==> config.mk <==
export PLATFORM = sky130hd
export DESIGN_NAME = button_conditioner
export DESIGN_NICKNAME = d
export VERILOG_FILES = /design/src/rtl/button_pkg.sv /design/src/rtl/button_channel.sv /design/src/rtl/button_conditioner.sv
export SDC_FILE = /design/constraint.sdc
export NUM_CORES = 1
export LEC_CHECK = 0
export CAP_MARGIN = 30
export CORE_ASPECT_RATIO = 1.5
export CORE_MARGIN = 10
export CORE_UTILIZATION = 45
export DETAILED_ROUTE_END_ITERATION = 8
export GPL_TIMING_DRIVEN = 0
export PLACE_DENSITY = 0.74
export SETUP_SLACK_MARGIN = 0.02
export SLEW_MARGIN = 40
export SYNTH_ARGS = -nofsm -noshare
export SYNTH_HDL_FRONTEND = slang
export SYNTH_SLANG_ARGS = --single-unit
==> constraint.sdc <==
create_clock -name Clock -period 3.75 [get_ports Clock]
set_input_delay 0.9375 -clock Clock [delete_from_list [all_inputs] [get_ports Clock]]
set_output_delay 0.9375 -clock Clock [all_outputs]
set_load 0.01 [all_outputs]
==> src/rtl/button_pkg.sv <==
// Shared types and sizing helpers for the push-button conditioner.
package button_pkg;

  typedef enum logic [1:0] {
    IDLE         = 2'b00,
    PRESS_WAIT   = 2'b01,
    HELD         = 2'b10,
    RELEASE_WAIT = 2'b11
  } btn_state_e;

  // Bits needed to hold values 0..max_val; never narrower than one bit.
  function automatic int unsigned cnt_width(input int unsigned max_val);
    if (max_val < 1) return 1;
    return $clog2(max_val + 1);
  endfunction

  function automatic int unsigned umax(input int unsigned x, input int unsigned y);
    return (x > y) ? x : y;
  endfunction

endpackage

==> src/rtl/button_channel.sv <==
// One button: synchroniser, debounce FSM and hold-repeat counter.
module button_channel
  import button_pkg::*;
#(
  parameter int unsigned SYNC_STAGES     = 2,
  parameter int unsigned DEBOUNCE_CYCLES = 500000,
  parameter int unsigned REPEAT_DELAY    = 0,
  parameter int unsigned REPEAT_PERIOD   = 25000000
) (
  input  logic clock,
  input  logic reset,
  input  logic raw,
  output logic level,
  output logic pulse,
  output logic rel_pulse
);

  localparam int unsigned DbW    = cnt_width(DEBOUNCE_CYCLES);
  localparam int unsigned RepW   = cnt_width(umax(REPEAT_DELAY, REPEAT_PERIOD));
  localparam bit          DbOnly = (DEBOUNCE_CYCLES == 1);
  localparam bit          RepEn  = (REPEAT_DELAY > 0);

  localparam logic [DbW-1:0]  DbOne     = DbW'(1);
  localparam logic [DbW-1:0]  DbLast    = DbW'(DEBOUNCE_CYCLES - 1);
  localparam logic [RepW-1:0] RepOne    = RepW'(1);
  localparam logic [RepW-1:0] RepDelay  = RepW'(REPEAT_DELAY);
  localparam logic [RepW-1:0] RepPeriod = RepW'(REPEAT_PERIOD);

  logic [SYNC_STAGES-1:0] sync_q;
  logic                   s;
  btn_state_e             state_q, state_d;
  logic [DbW-1:0]         db_cnt_q, db_cnt_d;
  logic [RepW-1:0]        rep_cnt_q, rep_cnt_d;
  logic                   rep_armed_q, rep_armed_d;
  logic                   pulse_q, pulse_d;
  logic                   rel_q, rel_d;
  logic [RepW-1:0]        rep_target;
  logic                   rep_fire;

  assign s = sync_q[SYNC_STAGES-1];

  always_ff @(posedge clock) begin
    if (reset) begin
      sync_q      <= '0;
      state_q     <= IDLE;
      db_cnt_q    <= '0;
      rep_cnt_q   <= '0;
      rep_armed_q <= 1'b0;
      pulse_q     <= 1'b0;
      rel_q       <= 1'b0;
    end else begin
      sync_q      <= {sync_q[SYNC_STAGES-2:0], raw};
      state_q     <= state_d;
      db_cnt_q    <= db_cnt_d;
      rep_cnt_q   <= rep_cnt_d;
      rep_armed_q <= rep_armed_d;
      pulse_q     <= pulse_d;
      rel_q       <= rel_d;
    end
  end

  // Repeat counter reloads after each pulse, so it never exceeds the larger interval.
  always_comb begin
    rep_cnt_d   = rep_cnt_q;
    rep_armed_d = rep_armed_q;
    rep_fire    = 1'b0;
    rep_target  = rep_armed_q ? RepPeriod : RepDelay;
    if (RepEn && (state_q == HELD || state_q == RELEASE_WAIT)) begin
      if (rep_cnt_q >= rep_target - RepOne) begin
        rep_fire    = 1'b1;
        rep_cnt_d   = '0;
        rep_armed_d = 1'b1;
      end else begin
        rep_cnt_d = rep_cnt_q + RepOne;
      end
    end

    state_d  = state_q;
    db_cnt_d = db_cnt_q;
    pulse_d  = 1'b0;
    rel_d    = 1'b0;

    unique case (state_q)
      IDLE: begin
        rep_cnt_d   = '0;
        rep_armed_d = 1'b0;
        if (s) begin
          if (DbOnly) begin
            state_d = HELD;
            pulse_d = 1'b1;
          end else begin
            state_d  = PRESS_WAIT;
            db_cnt_d = DbOne;
          end
        end
      end
      PRESS_WAIT: begin
        rep_cnt_d   = '0;
        rep_armed_d = 1'b0;
        if (!s) begin
          state_d  = IDLE;
          db_cnt_d = '0;
        end else if (db_cnt_q == DbLast) begin
          state_d  = HELD;
          db_cnt_d = '0;
          pulse_d  = 1'b1;
        end else begin
          db_cnt_d = db_cnt_q + DbOne;
        end
      end
      HELD: begin
        pulse_d = rep_fire;
        if (!s) begin
          if (DbOnly) begin
            state_d     = IDLE;
            rel_d       = 1'b1;
            pulse_d     = 1'b0;
            rep_cnt_d   = '0;
            rep_armed_d = 1'b0;
          end else begin
            state_d  = RELEASE_WAIT;
            db_cnt_d = DbOne;
          end
        end
      end
      RELEASE_WAIT: begin
        pulse_d = rep_fire;
        if (s) begin
          state_d  = HELD;
          db_cnt_d = '0;
        end else if (db_cnt_q == DbLast) begin
          // An accepted release wins over a coinciding repeat.
          state_d     = IDLE;
          db_cnt_d    = '0;
          rel_d       = 1'b1;
          pulse_d     = 1'b0;
          rep_cnt_d   = '0;
          rep_armed_d = 1'b0;
        end else begin
          db_cnt_d = db_cnt_q + DbOne;
        end
      end
      default: begin
        state_d  = IDLE;
        db_cnt_d = '0;
      end
    endcase
  end

  assign level     = (state_q == HELD) || (state_q == RELEASE_WAIT);
  assign pulse     = pulse_q;
  assign rel_pulse = rel_q;

endmodule

==> src/rtl/button_conditioner.sv <==
// N independent push-button channels: synchronise, debounce, press/release/repeat pulses.
module button_conditioner
  import button_pkg::*;
#(
  parameter int unsigned N               = 4,
  parameter int unsigned SYNC_STAGES     = 2,
  parameter int unsigned DEBOUNCE_CYCLES = 500000,
  parameter int unsigned REPEAT_DELAY    = 0,
  parameter int unsigned REPEAT_PERIOD   = 25000000
) (
  input  logic         Clock,
  input  logic         Reset,
  input  logic [N-1:0] A,
  output logic [N-1:0] A_level,
  output logic [N-1:0] A_pulse,
  output logic [N-1:0] A_release
);

  for (genvar g = 0; g < N; g++) begin : g_chan
    button_channel #(
      .SYNC_STAGES    (SYNC_STAGES),
      .DEBOUNCE_CYCLES(DEBOUNCE_CYCLES),
      .REPEAT_DELAY   (REPEAT_DELAY),
      .REPEAT_PERIOD  (REPEAT_PERIOD)
    ) u_chan (
      .clock    (Clock),
      .reset    (Reset),
      .raw      (A[g]),
      .level    (A_level[g]),
      .pulse    (A_pulse[g]),
      .rel_pulse(A_release[g])
    );
  end

endmodule
==> run_results.csv <==
group,metric,value,unit
clock_tree,ctsRootBufferMaster,"clkbuf_16",
grt,grt_use_total,14.42,%
worst_setup_path,worstSetupPathType,"flip-flop to flip-flop",
worst_setup_path,end_kind,"flip-flop",
sta,relSlewSlack,45.61,%
clock_tree,cts.sinks,100,
layout,syn_to_final_growth,12.19,%
layout,n_fill_cell,1052,
layout,drive_gt1_share,6.614,%
synthesis,synth_top_cell_by_area,"dfxtp_1",
detailed_routing,ant_nets,0,
power,p_seq_share,54.1,%
power,pwr-share-comb,3.6,%
sta,fin_setup_tns,0,ns
sta,drv_slew,0,
clock_tree,numCtsBuffers,9,
worst_setup_path,timing.rr.end,"g_chan[1].u_chan.db_cnt_q[13]$_SDFFE_PP0P_",
layout,nets,641,
placed_design,port_buffers,16,
sta,finalSetupViolations,0,
sta,tightest_slew,0.8096,ns
worst_setup_path,crit_fanout,10,
min_path,worstHoldStart,"g_chan[2].u_chan.sync_q[0]$_SDFF_PP0_",
detailed_routing,avgRoutedWirePerCell,14.87,um
grt,grt_max_degree,16,
floorplan,std_cell_rows,47,
synthesis,ys_warn_count,0,
floorplan,core_area,0.01094,mm^2
synthesis,syn_area,0.004997,mm^2
run,drv_cap,0,
synthesis,ys.flop_type,"dfxtp_1",
sta,finalCritPeriodShare,66.67,%
synthesis,syn_nets,614,
synthesis,yosys-top-cells-count,"dfxtp_1, nand2_1, nor2_1",
synthesis,synth_edf_count,0,
outcome,outcome,"finished clean",
floorplan,start_util,45.69,%
layout,fin_area,0.005607,mm^2
worst_setup_path,required,3.98,ns
worst_setup_path,reg2reg_slack,1.25,ns
layout,final_util,51.26,%
power,clockPowerShare,42.3,%
layout,seqCellArea,0.002002,mm^2
floorplan,die_area,0.01581,mm^2
clock_tree,clockBufferDepth,2,
sta,fmax,400.0,MHz
clock_tree,clkLatencyLatePin,0.35,ns
worst_setup_path,setup.worst_path.start_class,"flip-flop",
worst_setup_path,r2r.worst_path.cells,7,
detailed_routing,dr.pass1.iters,5,
clock_tree,ctsHoldBuffers,0,
placed_design,dp.cells,767,
worst_setup_path,slowest_delay,0.46,ns
min_path,hold_depth,1,
placed_design,place.gp.congestion,0.8633,
detailed_routing,drt-total-wl,11630,um
clock_tree,clk_pin_slew,0.07,ns
power,power_leakage,1.914,nW
sta,rsz0062_at_grt,"false",
synthesis,netlist-cell-type-count,62,
placed_design,hpwlAfterDp,8233,um
layout,diodes,0,
clock_tree,h-tree-depth,3,
worst_setup_path,crit_top_cell,"clkbuf_1",
power,internal_power,0.001541,W
floorplan,dieHeight,149.1,um
detailed_routing,drcViolationCount,0,
grt,grt_pass1_wl,19400,um
placed_design,post_dp_cell_area,0.005346,mm^2
worst_setup_path,slowest_stage,"nand4_1",
sta,hold_viol_final,0,
floorplan,top_level_ports,18,
detailed_routing,via_per_inst,5.900,
clock_tree,postCtsSetupBuffers,0,
synthesis,synth_seq_cells,100,
power,switching_share,22.90,%
grt,antenna_found_initial,0,
min_path,min_to,"g_chan[2].u_chan.sync_q[1]$_SDFF_PP0_",
detailed_routing,drtIter0Drc,247,
min_path,hold_class,"flip-flop to flip-flop",
sta,finClkSkew,0.006972,ns
power,p_per_area,356.6,mW/mm^2
synthesis,avgSynthCellArea,8.274,um^2
floorplan,die_x,106.0,um
worst_setup_path,reg2reg_from,"g_chan[1].u_chan.db_cnt_q[0]$_SDFFE_PP0P_",
grt,grt_pass1_vias,4365,
power,p_switching,0.0004577,W
synthesis,seq_area_frac_synth,40.06,%
detailed_routing,vias,4614,
synthesis,netlist.area_leader.share,40.06,%
layout,multiInputGateArea,0.002698,mm^2
power,ir_drop,0.0002405,V
grt,grt_overflow,0,
synthesis,yosysMostFrequentCell,"dfxtp_1",
clock_tree,cts_resized,0,
worst_setup_path,worstPathCellList,"ha_1 > and4_1 > clkbuf_1 > nand4_1 > clkbuf_1 > a31oi_1 > mux2i_1",
layout,finalNonFillerCells,782,
sta,min_period,2.500,ns
synthesis,synthArstFlopShare,0,%
synthesis,synth_area_leaders,"dfxtp_1, a31oi_1, nand2_1",
synthesis,syn-instance-count,604,
clock_tree,cts_tree,"done",
worst_setup_path,critPathArrivalTime,2.73,ns
[critical path: cells and delay by family, from the launching register on]
| kind | cells | cell delay [ns] |
|---|---|---|
| adders and majority gates | 1 | 0.26 |
| buffers and inverters | 2 | 0.71 |
| and+or+nand+nor | 2 | 0.66 |
| DFF | 1 | 0.41 |
| AOI/OAI and AO/OA | 1 | 0.24 |
| muxes | 1 | 0.10 |
[cell type report]
cell class | count | share of cell area, %
clock inverter | 4 | 0.4910
tap | 147 | 3.281
multi-input combinational | 441 | 48.11
clock buffer | 11 | 4.151
sequential | 100 | 35.71
buffer | 44 | 4.129
inverter | 19 | 1.272
timing repair buffer | 16 | 2.857
[registers in the layout, indices dropped and copies added (netlist names), named ones only]
signal	count
g_chan.u_chan.db_cnt_q	76
g_chan.u_chan.pulse	4
g_chan.u_chan.sync_q	8
g_chan.u_chan.state_q	4
g_chan.u_chan.rel_pulse	4
[power groups by stage]
stage	combinational (W)	clock [W]	sequential, W
floorplan	0.0000494	0	0.00110
global placement	0.0000680	0	0.00110
detailed placement	0.0000710	0	0.00110
CTS	0.0000714	0.000861	0.00108
global route	0.0000800	0.000896	0.00108
finish	0.0000720	0.000847	0.00108
[kinds of logic after synthesis]
kind of cell	Yosys count	share of synthesized area [%]
simple gates	279	31.02
compound gates	130	16.65
flops	100	40.06
buf+inv	63	6.059
xor+xnor	17	2.979
mux	11	2.228
fa+ha+maj	4	1.002
[layout by cell type (no fill, tap or decap), types with 10 or more instances in the layout]
cell / count
buf_4: 12
inv_1: 19
and3_1: 14
a21o_1: 10
clkdlybuf4s50_1: 16
nor2_1: 43
o21ai_0: 30
a21oi_1: 22
nand4_1: 23
nor2b_1: 11
a31oi_1: 36
clkbuf_1: 28
dfxtp_1: 100
nor3_1: 21
mux2i_1: 10
xnor2_1: 10
nand2_1: 52
nand3_1: 37
[worst max-delay path by stage]
stage	startpoint	cells after the start	slack, ns	endpoint
global placement	Reset	6	1.04	g_chan[1].u_chan.db_cnt_q[8]$_SDFFE_PP0P_
detailed placement	Reset	6	0.98	g_chan[1].u_chan.db_cnt_q[13]$_SDFFE_PP0P_
finish	g_chan[1].u_chan.db_cnt_q[0]$_SDFFE_PP0P_	7	1.25	g_chan[1].u_chan.db_cnt_q[13]$_SDFFE_PP0P_
floorplan	Reset	6	1.48	g_chan[0].u_chan.db_cnt_q[17]$_SDFFE_PP0P_
CTS	g_chan[1].u_chan.db_cnt_q[0]$_SDFFE_PP0P_	6	1.27	g_chan[1].u_chan.rel_pulse$_SDFF_PP0_
global route	g_chan[1].u_chan.db_cnt_q[0]$_SDFFE_PP0P_	6	1.06	g_chan[1].u_chan.rel_pulse$_SDFF_PP0_
[routing by layer]
metal	GRT usage (%)	vias up	routed length, um	share of wire [%]
li1	-	2269	-	-
met1	16.14	2219	5053	43
met2	25.47	107	5900	51
met3	2.163	19	454	3.9
met4	7.948	0	220	1.9
met5	0	-	0	0
[stage by stage]
step	setup slack (ns)	power, W	hold WS, ns
global route	1.063	0.002057	0.4525
global placement	1.040	0.001172	0.4315
finish	1.250	0.001999	0.4336
detailed placement	0.9768	0.001176	0.4275
floorplan	1.481	0.001151	0.4138
CTS	1.269	0.002013	0.4372
(Power assumes the default switching activity.)
